[src/rtl/bus_responder_pkg.sv]
// Shared definitions for the cpu-side bus responder: FSM state encoding,
// default MMIO page selector and MMIO register offsets.
// No logic; imported by bus_responder and mmio_regs.
package bus_pkg;

    typedef enum logic [1:0] {
        ST_IDLE    = 2'd0,
        ST_RD_WAIT = 2'd1,
        ST_ACK     = 2'd2
    } state_e;

    // bus_addr[13:8] value that maps the 256-word MMIO page over SPRAM
    localparam logic [5:0] MMIO_PAGE_DEF = 6'h3F;

    localparam logic [7:0] REG_DBG     = 8'd0;
    localparam logic [7:0] REG_CNT_LO  = 8'd1;
    localparam logic [7:0] REG_CNT_HI  = 8'd2;
    localparam logic [7:0] REG_SCRATCH = 8'd3;

endpackage

[src/rtl/bus_responder_mmio.sv]
// MMIO register file: DBG (2 bits), free-running cycle counter with
// CNT_HI snapshot, SCRATCH; combinational read mux, writes at the clock edge.
// Ports: clk, rst (async high), wr_en/rd_en strobes, offset, wdata, rdata, dbg.
module mmio_regs
    import bus_pkg::*;
#(
    parameter int DATA_W = 16,
    parameter int CNT_W  = 32
) (
    input  logic              clk,
    input  logic              rst,
    input  logic              wr_en,
    input  logic              rd_en,
    input  logic [7:0]        offset,
    input  logic [DATA_W-1:0] wdata,
    output logic [DATA_W-1:0] rdata,
    output logic [1:0]        dbg
);

    localparam logic [CNT_W-1:0] CNT_ONE = 1;

    logic [1:0]        dbg_q;
    logic [DATA_W-1:0] scratch_q;
    logic [CNT_W-1:0]  cnt_q;
    logic [DATA_W-1:0] snap_q;

    always_ff @(posedge clk or posedge rst) begin
        if (rst) begin
            dbg_q     <= '0;
            scratch_q <= '0;
            cnt_q     <= '0;
            snap_q    <= '0;
        end else begin
            // wraps silently at all-ones
            cnt_q <= cnt_q + CNT_ONE;
            if (wr_en) begin
                case (offset)
                    REG_DBG:     dbg_q     <= wdata[1:0];
                    REG_SCRATCH: scratch_q <= wdata;
                    default:     ;
                endcase
            end
            // Latch the upper half with the same pre-increment value the
            // lower half returns, so LO-then-HI reads are coherent.
            if (rd_en && (offset == REG_CNT_LO)) begin
                snap_q <= cnt_q[CNT_W-1 -: DATA_W];
            end
        end
    end

    always_comb begin
        rdata = '0;
        case (offset)
            REG_DBG:     rdata = {{(DATA_W-2){1'b0}}, dbg_q};
            REG_CNT_LO:  rdata = cnt_q[DATA_W-1:0];
            REG_CNT_HI:  rdata = snap_q;
            REG_SCRATCH: rdata = scratch_q;
            default:     rdata = '0;
        endcase
    end

    assign dbg = dbg_q;

endmodule

[src/rtl/bus_responder.sv]
// Target end of the cpu cyc/write/ack bus: fixed-latency SPRAM front plus MMIO page decode.
// Latency: SPRAM write and MMIO ack in cycle 2, SPRAM read ack in cycle 3; one-cycle ack pulse.
// Backpressure: initiator holds cyc/addr until ack; a new request is taken the cycle after ack.
// Ports: clk, rst (async high); bus_addr/bus_wrdata/bus_cyc/bus_write in, bus_rddata/bus_ack out;
//        ram_addr/ram_din/ram_wren/ram_cs out, ram_dout in; dbg0/dbg1 debug outputs.
module bus_responder
    import bus_pkg::*;
#(
    parameter int         ADDR_W    = 14,
    parameter int         DATA_W    = 16,
    parameter logic [5:0] MMIO_PAGE = MMIO_PAGE_DEF,
    parameter int         CNT_W     = 32
) (
    input  logic              clk,
    input  logic              rst,
    input  logic [ADDR_W-1:0] bus_addr,
    input  logic [DATA_W-1:0] bus_wrdata,
    input  logic              bus_cyc,
    input  logic              bus_write,
    output logic [DATA_W-1:0] bus_rddata,
    output logic              bus_ack,
    output logic [ADDR_W-1:0] ram_addr,
    output logic [DATA_W-1:0] ram_din,
    output logic              ram_wren,
    output logic              ram_cs,
    input  logic [DATA_W-1:0] ram_dout,
    output logic              dbg0,
    output logic              dbg1
);

    state_e            state_q, state_d;
    logic [DATA_W-1:0] rddata_q;
    logic              ack_q;

    logic              is_mmio;
    logic              ram_sel;
    logic              mmio_wr;
    logic              mmio_rd;
    logic [DATA_W-1:0] mmio_rdata;
    logic [1:0]        dbg;

    assign is_mmio = (bus_addr[ADDR_W-1 -: 6] == MMIO_PAGE);

    always_comb begin
        state_d = state_q;
        ram_sel = 1'b0;
        mmio_wr = 1'b0;
        mmio_rd = 1'b0;
        case (state_q)
            ST_IDLE: begin
                if (bus_cyc) begin
                    if (is_mmio) begin
                        mmio_wr = bus_write;
                        mmio_rd = !bus_write;
                        state_d = ST_ACK;
                    end else begin
                        ram_sel = 1'b1;
                        state_d = bus_write ? ST_ACK : ST_RD_WAIT;
                    end
                end
            end
            ST_RD_WAIT: state_d = ST_ACK;
            // cyc is still high here; ignoring it keeps the ack cycle clean
            ST_ACK:     state_d = ST_IDLE;
            default:    state_d = ST_IDLE;
        endcase
    end

    // Gate with rst so the SPRAM never sees a strobe while reset is held,
    // even though the state register already reads IDLE.
    assign ram_cs   = ram_sel && !rst;
    assign ram_wren = ram_cs && bus_write;
    assign ram_addr = bus_addr;
    assign ram_din  = bus_wrdata;

    always_ff @(posedge clk or posedge rst) begin
        if (rst) begin
            state_q  <= ST_IDLE;
            ack_q    <= 1'b0;
            rddata_q <= '0;
        end else begin
            state_q <= state_d;
            ack_q   <= (state_d == ST_ACK);
            if (mmio_rd) begin
                rddata_q <= mmio_rdata;
            end else if (state_q == ST_RD_WAIT) begin
                rddata_q <= ram_dout;
            end
        end
    end

    mmio_regs #(
        .DATA_W (DATA_W),
        .CNT_W  (CNT_W)
    ) u_regs (
        .clk    (clk),
        .rst    (rst),
        .wr_en  (mmio_wr),
        .rd_en  (mmio_rd),
        .offset (bus_addr[7:0]),
        .wdata  (bus_wrdata),
        .rdata  (mmio_rdata),
        .dbg    (dbg)
    );

    assign bus_rddata = rddata_q;
    assign bus_ack    = ack_q;
    assign dbg0       = dbg[0];
    assign dbg1       = dbg[1];

endmodule
[config.mk]
export PLATFORM = sky130hd
export DESIGN_NAME = bus_responder
export DESIGN_NICKNAME = d
export VERILOG_FILES = /design/src/rtl/bus_responder_pkg.sv /design/src/rtl/bus_responder_mmio.sv /design/src/rtl/bus_responder.sv
export SDC_FILE = /design/constraint.sdc
export NUM_CORES = 1
export LEC_CHECK = 0
export CAP_MARGIN = 40
export CORE_ASPECT_RATIO = 0.5
export CORE_UTILIZATION = 50
export DETAILED_ROUTE_END_ITERATION = 12
export PLACE_DENSITY = 0.77
export SLEW_MARGIN = 5
export SYNTH_ARGS = -nofsm -noshare
export SYNTH_HDL_FRONTEND = slang
export SYNTH_SLANG_ARGS = --single-unit
[constraint.sdc]
create_clock -name clk -period 4 [get_ports clk]
set_input_delay 1.2 -clock clk [delete_from_list [all_inputs] [get_ports clk]]
set_output_delay 1.2 -clock clk [all_outputs]
set_load 0.01 [all_outputs]
==> results.yml, run 1 <==
run_status:
  status: "complete, no violations"
synth:
  synthesis.nets: 410
  ys_seq_area_share_pct: 49.75
  ys_types: 35
  syn_area_per_cell_sq_um: 11.91
  synth.top_cells.by_area: "dfrtp_1 50%, mux2_2 7.4%, buf_4 5.4%"
  syn_inst: 359
  synthTopCellsByCount: "85 x dfrtp_1, 31 x buf_4, 29 x nand3_1, 28 x mux2_2, 20 x xor2_1"
  syn_area_sq_mm: 0.004275
  ys.flop_type: "dfrtp_1"
  ys_ff_latch: 85
  synthArstFlopShare_pct: 100.0
  synth-edff-count: 0
  yosysTopAreaCell: "dfrtp_1"
  yosysWarnings: 0
  yosys.area.top_type_share_pct: 49.75
  synth.most_common_cell: "dfrtp_1"
power:
  combPwrFrac_pct: 16.1
  leakagePower_nw: 2.530
  pwr-share-seq_pct: 43.2
  p_switching_w: 0.0004929
  power_density_mw_per_mm2: 391.6
  ir_worst_vdd_uv: 217.8
  clockPowerShare_pct: 40.7
  p_sw_share_pct: 22.48
  internal_power_w: 0.001700
  fin_total_pwr_w: 0.002193
cells_and_area:
  drive_above_1_share_pct: 17.65
  fin_nets: 488
  fin_cells: 554
  design_area_sq_mm: 0.005599
  fill_cells: 593
  antenna_cells: 0
  area_growth_pct: 30.96
global_route:
  grt_pass1_wl_um: 15760
  antenna_found_initial: 0
  grt_max_degree: 38
  groute.usage.overall_pct: 23.40
  gr-total-overflow: 0
  grt_pass1_vias: 3021
clock_network:
  cts_buffers: 9
  cts_setup_buffers: 0
  path_clk_slew_ns: 0.06
  cts_max_level: 3
  insertion_delay_ns: 0.33
  cts-root-buf: "clkbuf_16"
  cts.sink_count: 85
  cts_tree: "built"
  holdBufCountCts: 0
  cts.repair.resized: 4
  clockBufferDepth: 2
sta:
  timing.fmax_ghz: 0.2545
  rsz0062_at_grt: "false"
  max-slew-margin-rel_pct: 62.34
  finalHoldViolations: 0
  slew_violations: 0
  fin_crit_sh_pct: 98.22
  setup_viol_count_final: 0
  worst_pin_slew_ns: 0.5633
  period_needed_ns: 3.929
  fin_worst_skew_ns: 0.003888
  finalSetupTns_ns: 0
worst_setup_path:
  cp_max_fo: 2
  cp_data_arrival_time_ns: 2.73
  critical_path_class: "in -> out"
  rrSetupSlack_ns: 1.74
  crit_required_ns: 2.80
  worst_setup_path_end_kind: "output port"
  r2r_cells: 6
  cp-start-kind: "input port"
drt:
  via_count: 3091
  wl_um: 9949
  via_per_inst: 5.579
  drtIter0Drc: 213
  antenna_left: 0
  drc: 0
  routedWlPerCell_um: 17.96
  drt_pass1_iterations: 5
place:
  dp_hpwl_um: 7444
  placed_cells: 538
  place_congestion: 0.7925
  dpl-instance-area_sq_mm: 0.005263
  io_buffers: 100
die:
  coreArea_sq_mm: 0.008144
  io_pins: 101
  die_w_um: 132.8
  start_util_pct: 52.50
  fp.dieH_um: 67.39
  num_rows: 23
  dieArea_sq_mm: 0.008947
run:
  max_cap_violations: 0
hold_path:
  min-delay-path-class: "reg -> reg"
  hold_path_depth: 1
==> path summary, 6_finish.rpt <==
kind | endpoint | from
setup / recovery | ram_cs | bus_cyc
hold / removal | u_regs.cnt_q[31] | u_regs.cnt_q[31]
setup reg to reg | u_regs.scratch_q[12] | state_q[0]
hold reg to reg | u_regs.cnt_q[31] | u_regs.cnt_q[31]
max in group asynchronous | u_regs.scratch_q[9] | rst
min in group asynchronous | state_q[0] | rst
==> layer usage <==
metal | wire (um) | track usage (%)
met3 | 627 | 4.279
met4 | 130 | 8.477
met2 | 4844 | 40.07
met1 | 4346 | 30.54
met5 | 0 | 0
==> registers in the layout, summed over array words and instances (netlist names) <==
signal	cells
bus_ack	1
u_regs.dbg	2
state_q	2
u_regs.snap_q	16
u_regs.cnt_q	32
bus_rddata	16
u_regs.scratch_q	16
==> worst max-delay path: stages <==
cell and delay [ns]:
clkdlybuf4s50_1 0.49, nor3b_4 0.21, o21ai_1 0.13, nor2_1 0.14, clkdlybuf4s50_1 0.56
==> layout by cell type, fill, tap and decap left out, types with 2 or more instances in the layout <==
cell type / instances
a22o_1: 14
and3_1: 2
and4_1: 6
buf_12: 3
buf_4: 9
bufinv_16: 2
clkbuf_16: 9
clkbuf_8: 2
clkdlybuf4s50_1: 99
clkinv_2: 3
dfrtp_1: 85
inv_1: 6
mux2_1: 10
mux2_2: 28
mux2_4: 10
mux2i_1: 16
mux4_2: 2
nand2_1: 11
nand3_1: 29
nand4_1: 6
nor2_1: 13
nor3_1: 7
nor4_1: 4
nor4_2: 3
o21ai_0: 16
xnor2_1: 10
xor2_1: 20
==> cells by family after synthesis <==
| kind of cell | count (synthesis) | share of synthesized area [%] |
|---|---|---|
| simple gates | 91 | 12.55 |
| xor+xnor | 30 | 6.146 |
| mux | 66 | 18.32 |
| buf+inv | 53 | 7.785 |
| compound gates | 33 | 5.151 |
| fa+ha+maj | 1 | 0.2926 |
| flops | 85 | 49.75 |
==> power groups by stage <==
stage          sequential (W)  combinational, W  clock (W)
3_5_place_dp         0.000961          0.000354          0
3_3_place_gp         0.000956          0.000341          0
4_1_cts              0.000948          0.000356   0.000907
2_1_floorplan        0.000982          0.000115          0
6_report             0.000947          0.000352   0.000893
5_1_grt              0.000952          0.000380   0.000940
==> stage by stage <==
stage	worst slack (ns)	hold slack [ns]	utilization, %
final	0.07123	0.4672	68.75
after global routing	0.02444	0.4941	68.75
after CTS	0.06811	0.4734	68.75
after detailed placement	-0.1992	0.4629	64.62
after global placement	-0.05191	0.4558	64.19
after floorplan	0.6065	0.4378	-
==> final cells by class <==
class | count | area (sq um) | share of cell area (%)
Multi-Input combinational cell | 221 | 1836 | 32.78
Inverter | 7 | 27.53 | 0.4916
Sequential cell | 85 | 2127 | 37.99
Clock inverter | 4 | 70.07 | 1.251
Tap cell | 112 | 140.1 | 2.503
Clock buffer | 12 | 256.5 | 4.581
Timing Repair Buffer | 113 | 1142 | 20.40
Power figures use the tool's default switching activity.
==> run 2, diff against run 1 <==
--- a/config.mk
+++ b/config.mk
@@ -7,9 +7,10 @@
 export LEC_CHECK = 0
 export CAP_MARGIN = 40
 export CORE_ASPECT_RATIO = 0.5
-export CORE_UTILIZATION = 50
+export CORE_UTILIZATION = 45
 export DETAILED_ROUTE_END_ITERATION = 12
-export PLACE_DENSITY = 0.77
+export HOLD_SLACK_MARGIN = 0.08
+export PLACE_DENSITY = 0.73
 export SLEW_MARGIN = 5
 export SYNTH_ARGS = -nofsm -noshare
 export SYNTH_HDL_FRONTEND = slang
==> constraint.sdc (replaced) <==
create_clock -name clk -period 3.34 [get_ports clk]
set_input_delay 1.002 -clock clk [delete_from_list [all_inputs] [get_ports clk]]
set_output_delay 1.002 -clock clk [all_outputs]
set_load 0.01 [all_outputs]
==> results.yml, run 2 (synthesized netlist as in run 1, its figures left out) <==
cells_and_area:
  largest_reg_flops: 32
  fin_nets: 492
  layout_commonest_cell: "clkdlybuf4s50_1"
  drive_above_1_share_pct: 18.61
  mostFrequentLayoutCells: "98 x clkdlybuf4s50_1, 85 x dfrtp_1, 29 x nand3_1"
  regMostFlops: "u_regs.cnt_q"
  area_growth_pct: 29.70
  multi_input_area_sq_mm: 0.001836
  fill_cells: 690
  register_area_sq_mm: 0.002127
  antenna_cells: 0
sta:
  timing.fmax_ghz: 0.3131
  rsz0062_at_grt: "false"
  setup_viol_count_final: 0
  fin_worst_skew_ns: 0.005835
  whs_ns: 0.4667
  slew_violations: 0
  worst_pin_slew_ns: 0.7581
  finalHoldViolations: 0
  fin_crit_sh_pct: 95.62
  max-slew-margin-rel_pct: 49.40
  period_needed_ns: 3.194
  final.setup.worst_slack_ns: 0.1462
worst_setup_path:
  critical_path_class: "in -> out"
  worst_setup_path_end_kind: "output port"
  cp_max_fo: 2
  crit_required_ns: 2.34
  cp_data_arrival_time_ns: 2.19
  cp-start-kind: "input port"
drt:
  wl_met1_um: 4573
  via_count: 3003
  drt_pass1_iterations: 4
  wl_met3_um: 568
  drtIter0Drc: 187
  antenna_left: 0
  drc: 0
  wl_um: 10010
  dr.max_layer_used: "met4"
  met2_length_um: 4835
  routedWlPerCell_um: 17.78
  via_per_inst: 5.334
global_route:
  groute.usage.overall_pct: 21.70
  grt_max_degree: 44
  gr-total-overflow: 0
  grt_pass1_vias: 3118
  grt_pass1_wl_um: 16380
  antenna_found_initial: 0
power:
  power_density_mw_per_mm2: 443.7
  leakagePower_nw: 2.515
  ir_worst_vdd_uv: 245.8
clock_network:
  insertion_delay_ns: 0.33
  cts.sink_count: 85
  path_clk_slew_ns: 0.06
  cts_tree: "built"
  holdBufCountCts: 0
  cts.repair.resized: 4
  cts_buffers: 9
  cts_setup_buffers: 0
  cts-root-buf: "clkbuf_16"
  cts_max_level: 3
  clockBufferDepth: 2
run:
  max_cap_violations: 0
run_status:
  status: "complete, no violations"
die:
  dieArea_sq_mm: 0.009919
  start_util_pct: 47.78
  fp.dieH_um: 70.93
  io_pins: 101
  num_rows: 24
  coreArea_sq_mm: 0.008949
  die_w_um: 139.8
hold_path:
  min-delay-path-class: "reg -> reg"
place:
  io_buffers: 100
  place_congestion: 0.7782
  dp_hpwl_um: 7491
  place_ws_ns: -0.3518
-- run 2: power breakdown --
part / switching [W] / total, W / internal [W]
combinational: 0.000168 / 0.000414 / 0.000245
clock: 0.000376 / 0.000917 / 0.000540
sequential: 0.0000349 / 0.00113 / 0.00110
total: 0.000580 / 0.00246 / 0.00188
-- run 2: final cells by class --
cell class | count | share of cell area [%]
multi-input cells | 221 | 33.10
well taps | 117 | 2.640
clock buffers | 12 | 4.625
flip-flops and latches | 85 | 38.36
inverters | 7 | 0.4964
clock inverters | 4 | 0.4061
repair buffers | 117 | 20.37
-- run 2: stage by stage --
stage | cells | total power, W | util, % | setup TNS [ns] | cell area, sq um
floorplan | 359 | 0.001315 | - | 0 | 4275
global placement | 545 | 0.001552 | 58.54 | -0.4819 | 5239
detailed placement | 547 | 0.001566 | 58.79 | -0.5665 | 5261
CTS | 563 | 0.002496 | 61.94 | 0 | 5543
global route | 563 | 0.002568 | 61.97 | 0 | 5545
finish | 563 | 0.002460 | 61.97 | 0 | 5545
-- run 2: metal layers --
layer / vias up / global-route usage, %
met5: - / 0
met3: 2 / 5.349
li1: 1411 / -
met1: 1497 / 29.01
met4: 0 / 6.349
met2: 93 / 35.44
-- run 2: final timing paths --
| check | from | to | slack (ns) | depth (start not counted) |
|---|---|---|---|---|
| min in group asynchronous | rst | state_q[1] | 1.14 | 2 |
| hold reg to reg | u_regs.cnt_q[31] | u_regs.cnt_q[31] | 0.47 | 1 |
| setup / recovery | bus_cyc | ram_cs | 0.15 | 5 |
| hold / removal | u_regs.cnt_q[31] | u_regs.cnt_q[31] | 0.47 | 1 |
| max in group asynchronous | rst | u_regs.cnt_q[10] | 1.54 | 3 |
| setup reg to reg | u_regs.cnt_q[6] | u_regs.cnt_q[23] | 1.14 | 4 |
-- run 2: critical path: stages --
cell             delay, ns
clkdlybuf4s50_1       0.49
nor3b_4               0.19
o21ai_1               0.11
nor2_1                0.12
dlygate4sd2_1         0.28
